File: src/rtl/square_accum_ms.sv
// Multi-channel square-and-accumulate engine: squares tagged samples and emits per-channel window mean-square.
// Optional macro SQACC_ROUND_EN selects round-half-up on the window mean (default: truncate).
module square_accum_ms #(
  parameter int unsigned DATA_W   = 16,
  parameter int unsigned CHANNELS = 2,
  parameter int unsigned WIN_LOG2 = 10,
  parameter int unsigned CH_W     = (CHANNELS > 1) ? $clog2(CHANNELS) : 1
) (
  input  logic                     clk,
  input  logic                     rst,
  input  logic                     clear,
  input  logic                     in_valid,
  input  logic [CH_W-1:0]          in_chan,
  input  logic signed [DATA_W-1:0] in_data,
  output logic                     out_valid,
  input  logic                     out_ready,
  output logic [CH_W-1:0]          out_chan,
  output logic [2*DATA_W-2:0]      out_ms,
  output logic                     dropped
);

  localparam int unsigned SQ_W  = 2 * DATA_W - 1;
  localparam int unsigned P_W   = 2 * DATA_W;
  localparam int unsigned ACC_W = SQ_W + WIN_LOG2;
  localparam int unsigned SUM_W = ACC_W + 1;

  logic                     r_s1_valid;
  logic [CH_W-1:0]          r_s1_chan;
  logic signed [DATA_W-1:0] r_s1_data;

  logic                     r_s2_valid;
  logic [CH_W-1:0]          r_s2_chan;
  logic [SQ_W-1:0]          r_s2_sq;

  logic [ACC_W-1:0]         r_acc [CHANNELS];
  logic [WIN_LOG2-1:0]      r_cnt [CHANNELS];

  logic                     r_out_valid;
  logic [CH_W-1:0]          r_out_chan;
  logic [SQ_W-1:0]          r_out_ms;
  logic                     r_dropped;

  logic                     w_chan_ok;
  logic signed [P_W-1:0]    w_ext;
  logic signed [P_W-1:0]    w_prod;
  logic [ACC_W-1:0]         w_acc_cur;
  logic [WIN_LOG2-1:0]      w_cnt_cur;
  logic                     w_last;
  logic [SUM_W-1:0]         w_sum;
  logic [SUM_W-1:0]         w_rsum;
  logic [SUM_W-1:0]         w_shift;
  logic [SQ_W-1:0]          w_mean;
  logic                     w_done;
  logic                     w_slot_free;

  assign w_chan_ok = ({1'b0, in_chan} < (CH_W + 1)'(CHANNELS));

  // Sign-extend before multiplying so the full-width product is exact.
  assign w_ext  = P_W'(r_s1_data);
  assign w_prod = w_ext * w_ext;

  assign w_acc_cur = r_acc[r_s2_chan];
  assign w_cnt_cur = r_cnt[r_s2_chan];
  assign w_last    = (w_cnt_cur == '1);
  assign w_sum     = SUM_W'(w_acc_cur) + SUM_W'(r_s2_sq);

`ifdef SQACC_ROUND_EN
  assign w_rsum = w_sum + SUM_W'(2 ** (WIN_LOG2 - 1));
`else
  assign w_rsum = w_sum;
`endif

  assign w_shift     = w_rsum >> WIN_LOG2;
  assign w_mean      = SQ_W'(w_shift);
  assign w_done      = r_s2_valid && w_last;
  assign w_slot_free = !r_out_valid || out_ready;

  // S1/S2: input capture and squaring.
  always_ff @(posedge clk or posedge rst) begin
    if (rst) begin
      r_s1_valid <= 1'b0;
      r_s1_chan  <= '0;
      r_s1_data  <= '0;
      r_s2_valid <= 1'b0;
      r_s2_chan  <= '0;
      r_s2_sq    <= '0;
    end else if (clear) begin
      r_s1_valid <= 1'b0;
      r_s1_chan  <= '0;
      r_s1_data  <= '0;
      r_s2_valid <= 1'b0;
      r_s2_chan  <= '0;
      r_s2_sq    <= '0;
    end else begin
      r_s1_valid <= in_valid && w_chan_ok;
      r_s1_chan  <= in_chan;
      r_s1_data  <= in_data;
      r_s2_valid <= r_s1_valid;
      r_s2_chan  <= r_s1_chan;
      r_s2_sq    <= SQ_W'(w_prod);
    end
  end

  // S3: per-channel accumulate; the window restarts even when its result is dropped.
  always_ff @(posedge clk or posedge rst) begin
    if (rst) begin
      for (int unsigned i = 0; i < CHANNELS; i++) begin
        r_acc[i] <= '0;
        r_cnt[i] <= '0;
      end
    end else if (clear) begin
      for (int unsigned i = 0; i < CHANNELS; i++) begin
        r_acc[i] <= '0;
        r_cnt[i] <= '0;
      end
    end else if (r_s2_valid) begin
      if (w_last) begin
        r_acc[r_s2_chan] <= '0;
        r_cnt[r_s2_chan] <= '0;
      end else begin
        r_acc[r_s2_chan] <= ACC_W'(w_sum);
        r_cnt[r_s2_chan] <= w_cnt_cur + WIN_LOG2'(1);
      end
    end
  end

  // Output register with valid/ready hold and sticky drop flag.
  always_ff @(posedge clk or posedge rst) begin
    if (rst) begin
      r_out_valid <= 1'b0;
      r_out_chan  <= '0;
      r_out_ms    <= '0;
      r_dropped   <= 1'b0;
    end else if (clear) begin
      r_out_valid <= 1'b0;
      r_out_chan  <= '0;
      r_out_ms    <= '0;
      r_dropped   <= 1'b0;
    end else begin
      if (w_done && w_slot_free) begin
        r_out_valid <= 1'b1;
        r_out_chan  <= r_s2_chan;
        r_out_ms    <= w_mean;
      end else if (r_out_valid && out_ready) begin
        r_out_valid <= 1'b0;
      end
      if (w_done && !w_slot_free) begin
        r_dropped <= 1'b1;
      end
    end
  end

  assign out_valid = r_out_valid;
  assign out_chan  = r_out_chan;
  assign out_ms    = r_out_ms;
  assign dropped   = r_dropped;

endmodule

File: config.mk
export PLATFORM = sky130hd
export DESIGN_NAME = square_accum_ms
export DESIGN_NICKNAME = d
export VERILOG_FILES = /design/src/rtl/square_accum_ms.sv
export SDC_FILE = /design/constraint.sdc
export NUM_CORES = 1
export LEC_CHECK = 0
export ABC_AREA = 1
export BUFFER_PORTS_ARGS = -buffer_cell sky130_fd_sc_hd__buf_2
export CAP_MARGIN = 15
export CORE_UTILIZATION = 25
export DETAILED_ROUTE_END_ITERATION = 16
export REMOVE_ABC_BUFFERS = 1
export SYNTH_ARGS = -nofsm -noshare
export SYNTH_HDL_FRONTEND = slang
export SYNTH_SLANG_ARGS = --single-unit
File: constraint.sdc
create_clock -name clk -period 14.2 [get_ports clk]
set_input_delay 1.42 -clock clk [delete_from_list [all_inputs] [get_ports clk]]
set_output_delay 1.42 -clock clk [all_outputs]
set_load 0.03 [all_outputs]
; Word level (Yosys, flattened, before mapping)
; Index checks and enable logic that the tools add are counted.
[word_totals]
register_bits = 187
inputBits = 22
output_inout_bits = 34
wordCells = 70
[op_classes]
add_sub_neg = 2
mul = 1
magnitude_cmp = 2
n_eq_ne = 1
mux = 33
bitwise_logic = 5
n_reduce_logical = 12
[ops]
columns = op, n
row1 = 82-bit two-way mux, 3
row2 = 41-bit two-way mux, 4
row3 = 31-bit two-way mux, 3
row4 = 82-bit AND, 1
row5 = 82-bit bitwise mux, 1
row6 = 82-bit NOT, 1
row7 = 20-bit two-way mux, 3
row8 = 41-bit by 31-bit adder with 41-bit output, 1
row9 = 41-bit demux with 1-bit select, 1
row10 = 10-bit two-way mux, 4
row11 = 16-bit by 16-bit multiplier with 31-bit output, 1
row12 = 20-bit AND, 1
row13 = 20-bit bitwise mux, 1
row14 = 20-bit NOT, 1
row15 = 16-bit two-way mux, 1
row16 = 1-bit two-way mux, 11
row17 = 10-bit by 1-bit adder with 10-bit output (second input constant), 1
row18 = 10-bit demux with 1-bit select, 1
row19 = 10-bit equality test (second input constant), 1
row20 = 2-bit nonzero test, 3
row21 = 1-bit logical AND, 5
row22 = 3-bit nonzero test, 1
row23 = 2-bit greater-or-equal comparator (second input constant), 1
row24 = 1-bit zero test, 2
row25 = 3 further kinds, 3

; Depth between registers and ports, before layout
; Gate-level depths: netlist of the first run.
[depth]
ltp_word = 10
mapped_depth = 27
depth_no_buf = 26

; Least setup slack after synthesis of the first run
; No wires, ideal clock.
[synth_path]
kind = flip-flop to flip-flop
from = register r_s1_data[1]
to = register r_s2_sq[29]
setup_time_ns = 0.078
arrival_time_ns = 5.662
required_ns = 14.122
path_slack_ns = 8.461
stages_incl_launch_ff = 23
n_path_buf = 2
period_less_slack_ns = 5.739
cell_sequence = dfrtp_1 -> clkbuf_1 -> clkbuf_1 -> nand2_1 -> inv_1 -> fa_1 -> inv_1 -> fa_1 -> inv_1 -> fa_1 -> fa_1 -> inv_1 -> fa_1 -> inv_1 -> fa_1 -> ha_1 -> nand2_1 -> nor3_1 -> nand2_1 -> or2_2 -> nand3_1 -> o21ai_0 -> a21oi_1
[synth_via]
elab_chain_cells = 2
[synth_lines]
columns = item, line
row1 = from (decl), 29  ; logic signed [DATA_W-1:0] r_s1_data;
row2 = from (signal assigned), 97  ; r_s1_data <= in_data;
row3 = 16-bit by 16-bit multiplier with 31-bit output, 60  ; assign w_prod = w_ext * w_ext;
row4 = 31-bit two-way mux, 87  ; end else if (clear) begin
row5 = to (signal assigned), 100  ; r_s2_sq <= SQ_W'(w_prod);
row6 = to (decl), 33  ; logic [SQ_W-1:0] r_s2_sq;
; No other way between the ends.
; A chain may end at the register's enable or synchronous reset.

; Final worst setup path of the first run
[layout_path]
from = register r_s1_data[15]
to = register r_s2_sq[27]
; Same word-level chain as after synthesis.

==> flow_summary.json, run 1 <==
{
  "status": "finished, final reports clean",
  "cts_root_buf": "clkbuf_16",
  "period_needed_ps": 6240,
  "worst_setup_path_start_kind": "flip-flop",
  "crit_arrival_ps": 6640,
  "layout_worst_path_cycle_share": 0.439,
  "antenna_left": 0,
  "core_area_sq_um": 81800,
  "drc": 0,
  "cts_tree": "built",
  "max-vdd-ir-drop_v": 0.0000746,
  "area_growth_pct": 9.28,
  "via_per_inst": 4.39,
  "grt_pass1_vias": 17300,
  "grt_first_pass_wirelength_microns": 93300,
  "setup_tns_ps": 0,
  "ys_ff_latch": 186,
  "async_reset_ff_frac": 1.00,
  "io_pins": 56,
  "path_class": "reg2reg",
  "tightestPinTransition_ps": 1110,
  "crit_path_max_fanout": 22,
  "die_w_microns": 289,
  "grtUsageTotal": 0.142,
  "cts.reportedPaths.clkPinSlew_ps": 110,
  "skew_ps": 33.2,
  "synth_cell_types": 47,
  "synthFlopType": "dfrtp_1",
  "p_per_area_nw_per_um2": 111,
  "num_rows": 105,
  "drt_wl_total_microns": 58100,
  "holdCritPathClass": "reg2reg",
  "rsz0062_at_grt": "false",
  "setup_violations": 0,
  "placed_area_sq_um": 21900,
  "hpwl_microns": 44600,
  "cpPeakStageDelay_ps": 890,
  "crit_path_end_kind": "flip-flop",
  "cp.required_ps": 14600,
  "timing_hold_violations_final": 0,
  "antenna_found_initial": 0,
  "hold_buffers": 0,
  "grt_start_max_net_pins": 88,
  "layout_common_cells": "877 x nand2_1, 598 x inv_1, 229 x fa_1, 199 x nor2_1, 185 x dfrtp_1",
  "nets": 3210,
  "max_freq_mhz": 160,
  "post_drt_wl_per_cell_microns": 14.8,
  "nFillCells": 8985,
  "cts.sinks": 186,
  "p_leak_uw": 0.0127,
  "stdcell_area_sq_um": 22600,
  "path_cells": "nand2_1 > inv_1 > fa_1 > inv_1 > fa_1 > inv_1 > fa_1 > fa_1 > inv_1 > fa_1 > inv_1 > fa_1 > ha_1 > nand2_1 > nor4_1 > nand3_1 > nand3_1 > o21ai_0 > a21oi_1",
  "relSlewSlack": 0.256,
  "syn_inst": 2848,
  "clock_path_buffers": 2,
  "critPathMostFrequentCell": "fa_1",
  "cp_slowest_cell": "dfrtp_1",
  "numCtsBuffers": 17,
  "post-cts-setup-buffers": 0,
  "first_iter_violations": 1205,
  "die_h_microns": 289,
  "synth_edf_count": 0,
  "cts-htree-levels": 4,
  "globalplace.congestion": 0.949,
  "netlist_area_sq_um": 20600,
  "drt-pass1-iter-count": 5,
  "postCtsResizedCells": 0,
  "cap_violations": 0,
  "grt_overflow_total": 0,
  "post_route_cells_drive_above_1_share": 0.0494,
  "ys_seq_area_frac": 0.225,
  "avgSynthCellArea_sq_um": 7.25,
  "initial_core_util": 0.252,
  "yosys_warnings": 0,
  "num_vias": 17200,
  "dieArea_sq_um": 83700,
  "slew_violations": 0,
  "final_common_cell": "nand2_1",
  "port_buffers": 55,
  "clock_latency_ps": 490
}
registers in the layout, indices dropped and copies added, names as in the netlist, 16 cells and up:
signal	flops
out_ms	31
r_acc	82
r_cnt	20
r_s1_data	16
r_s2_sq	30
power breakdown:
part           switching, uW  internal (uW)
logic                    873            474
clock network            269            247
registers               53.6            597
total                   1200           1320
cell usage after synthesis (all sizes together) (15+ instances only):
cell | number | area, sq um
nor2 | 205 | 795
o21ai | 139 | 714
a21oi | 85 | 425
dfrtp | 186 | 4650
nor3 | 16 | 85.1
xor2 | 27 | 236
buf | 37 | 226
nand2 | 883 | 3350
o22ai | 15 | 93.8
fa | 229 | 4580
ha | 119 | 1490
nand3 | 135 | 708
inv | 602 | 2260
clkbuf | 57 | 214
xnor2 | 19 | 166
nand4 | 24 | 150
worst max-delay path, delay by kind of cell (launching register included):
kind / cells / cell delay (ps)
AO/OA/AOI/OAI: 2 / 230
buffers and inverters: 5 / 660
AND/OR/NAND/NOR: 5 / 1070
adder cells (fa/ha/maj): 7 / 3300
flip-flops: 1 / 890
layout make-up:
| cell class | count | area, sq um | area share |
|---|---|---|---|
| Multi-Input combinational cell | 1964 | 13300 | 0.589 |
| Inverter | 604 | 2280 | 0.101 |
| Antenna cell | 1 | 2.50 | 0.000111 |
| Tap cell | 1070 | 1340 | 0.0593 |
| Clock buffer | 18 | 439 | 0.0195 |
| Sequential cell | 186 | 4660 | 0.206 |
| Timing Repair Buffer | 67 | 365 | 0.0162 |
| Clock inverter | 14 | 185 | 0.00821 |
per-stage QoR:
stage	worst slack (ps)	power, uW	utilization	hold slack [ps]	std cells
CTS	7910	2540	0.276	436	3923
floorplan	7720	1650	-	434	2754
global route	7440	2760	0.276	453	3923
finish	7960	2510	0.276	431	3924
detailed placement	7970	2000	0.268	446	3891
global placement	8010	2000	0.268	448	3891
routing by layer:
metal  wire length, microns  track usage
met1                  27800        0.195
met5                      0            0
met3                   2330       0.0180
met4                    813       0.0304
met2                  27100        0.238
final timing paths:
check	endpoint	depth (start not counted)	start	slack (ps)
max	r_s2_sq[27]	19	r_s1_data[15]	7960
min	r_s2_valid	2	r_s1_valid	430
max reg2reg	r_s2_sq[27]	19	r_s1_data[15]	7960
min reg2reg	r_s2_valid	2	r_s1_valid	430
max in group asynchronous	r_s2_chan	3	rst	11820
min in group asynchronous	r_acc[3]	2	rst	1050
logic make-up (layout without fill, tap and decap cells):
family | count (synthesis) | in the layout | synth area share
and+or+nand+nor | 1293 | 1293 | 0.256
buffers and inverters | 698 | 703 | 0.131
adders and majority gates | 348 | 348 | 0.294
AOI/OAI and AO/OA | 277 | 277 | 0.0736
DFF | 186 | 186 | 0.225
xor gates and xnor gates | 46 | 46 | 0.0195
other | 0 | 1 | 0
No activity file was read; power rests on OpenSTA's default activity.
==> run 2, diff against run 1 <==
- clock period: 14.2 -> 6.4 ns (I/O delays scaled with it)
==> run 2 against run 1 <==
Compared with the run above: critical path type unchanged; clock power up 120%; count of clock-buffer cells in the layout grew 1; cell count is 0.43% higher; hold slack worse by 200 ps; critical endpoint unchanged.
==> flow_summary.json, run 2 (same netlist as run 1, synthesis figures left out) <==
{
  "top_usage_layer": "met2",
  "layout_common_cells": "877 x nand2_1, 598 x inv_1, 229 x fa_1, 199 x nor2_1, 185 x dfrtp_1",
  "nets": 3228,
  "post-cts-setup-buffers": 0,
  "crit_path_end_kind": "flip-flop",
  "path_class": "reg2reg",
  "cts.sinks": 186,
  "antenna_left": 0,
  "die_w_microns": 289,
  "clock_latency_ps": 480,
  "grt_pass1_vias": 17500,
  "num_vias": 17300,
  "port_buffers": 55,
  "drc": 0,
  "grtUsageTotal": 0.144,
  "slew_violations": 0,
  "setup_tns_ps": 0,
  "max-vdd-ir-drop_v": 0.000187,
  "drt-pass1-iter-count": 6,
  "skew_ps": 20.0,
  "cts.reportedPaths.clkPinSlew_ps": 90,
  "grt_overflow_total": 0,
  "via_per_inst": 4.40,
  "n_antenna_cell": 0,
  "period_needed_ps": 6020,
  "layout_worst_path_cycle_share": 0.940,
  "tightestPinTransition_ps": 1060,
  "setup_violations": 0,
  "r2r.worst_path.cells": 17,
  "numCtsBuffers": 17,
  "cap_violations": 0,
  "crit_arrival_ps": 6400,
  "hpwl_microns": 45000,
  "seq_area_sq_um": 4660,
  "multiInputGateArea_sq_um": 13300,
  "cp_slowest_cell": "dfrtp_1",
  "cts_tree": "built",
  "rsz0062_at_grt": "false",
  "met3_usage": 0.0230,
  "relSlewSlack": 0.288,
  "cp_num_buf_inv": 3,
  "die_h_microns": 289,
  "initial_core_util": 0.252,
  "use_met2": 0.242,
  "status": "finished, final reports clean",
  "io_pins": 56,
  "antenna_found_initial": 0,
  "cp.required_ps": 6780,
  "drt_wl_total_microns": 58500,
  "max_freq_mhz": 166,
  "path_cells": "nand2_1 > fa_1 > fa_1 > inv_1 > fa_1 > fa_1 > inv_1 > fa_1 > inv_1 > fa_1 > ha_1 > nand2_1 > nor4_1 > nand3_1 > nand3_1 > o21ai_0 > a21oi_1",
  "post_route_cells_drive_above_1_share": 0.0554,
  "worst_setup_path_start_kind": "flip-flop",
  "postCtsResizedCells": 0,
  "dieArea_sq_um": 83700,
  "critPathMostFrequentCell": "fa_1",
  "area_growth_pct": 9.71,
  "cpPeakStageDelay_ps": 700,
  "path_delay_family": "adder cells",
  "first_iter_violations": 1236,
  "grt_start_max_net_pins": 77,
  "cts-htree-levels": 4,
  "reg2reg_to": "r_s2_sq[27]",
  "gr-usage-met1": 0.195,
  "timing_hold_violations_final": 0,
  "p_leak_uw": 0.0127,
  "crit_path_max_fanout": 16,
  "timing.rr.start": "r_s1_data[15]",
  "clock_path_buffers": 2,
  "hold_buffers": 0,
  "regMostFlops": "r_acc",
  "final_common_cell": "nand2_1",
  "num_rows": 105,
  "grt_first_pass_wirelength_microns": 94900,
  "r2r_slack_ps": 380,
  "globalplace.congestion": 0.919,
  "holdCritPathClass": "in2async",
  "nFillCells": 8953,
  "whs_ps": 228,
  "post_drt_wl_per_cell_microns": 14.8,
  "p_per_area_nw_per_um2": 245,
  "core_area_sq_um": 81800,
  "largest_reg_flops": 82,
  "cts_root_buf": "clkbuf_16"
}
-- run 2: stage by stage --
step	instances	power [uW]	utilization	cell area (sq um)	setup slack [ps]
after floorplan	2754	3650	-	20200	633
after global placement	3909	4410	0.270	22100	517
after detailed placement	3909	4450	0.270	22100	373
after CTS	3941	5590	0.277	22700	342
after global routing	3941	6110	0.277	22700	59.9
final	3941	5560	0.277	22700	383
-- run 2: worst max-delay path by stage --
stage | from | endpoint | slack, ps | depth (start not counted)
after CTS | r_s1_data[15] | r_s2_sq[27] | 340 | 17
after floorplan | r_s2_chan | out_ms[12] | 630 | 10
after global placement | r_s1_data[15] | r_s2_sq[27] | 520 | 19
final | r_s1_data[15] | r_s2_sq[27] | 380 | 17
after global routing | r_s1_data[9] | r_s2_sq[23] | 60 | 24
after detailed placement | r_s1_data[15] | r_s2_sq[27] | 370 | 17
-- run 2: cell type report --
cell class	instances	area share
clock inverter	13	0.00563
clock buffer	19	0.0200
sequential	186	0.206
multi-input combinational	1964	0.587
inverter	604	0.101
timing repair buffer	85	0.0221
tap	1070	0.0591
-- run 2: routing by layer --
layer  part of all wire  vias to the layer above  wire (microns)
li1                   -                     8583               -
met1               0.47                     8295           27500
met2               0.47                      395           27600
met3              0.045                       52            2660
met4              0.012                        0             718
met5                  0                        -               0
-- run 2: worst reg2reg max path, stage by stage (launching register included) --
cell and delay (ps):
dfrtp_1 700, nand2_1 260, fa_1 630, fa_1 450
inv_1 280, fa_1 510, fa_1 560, inv_1 50
fa_1 470, inv_1 50, fa_1 430, ha_1 390
nand2_1 140, nor4_1 430, nand3_1 130, nand3_1 160
o21ai_0 90, a21oi_1 200
-- run 2: power by group --
part	total, uW	internal (uW)	leakage, uW	switching (uW)
registers	1440	1330	0.00253	110
logic	3000	1060	0.00993	1940
clock network	1120	539	0.000283	579
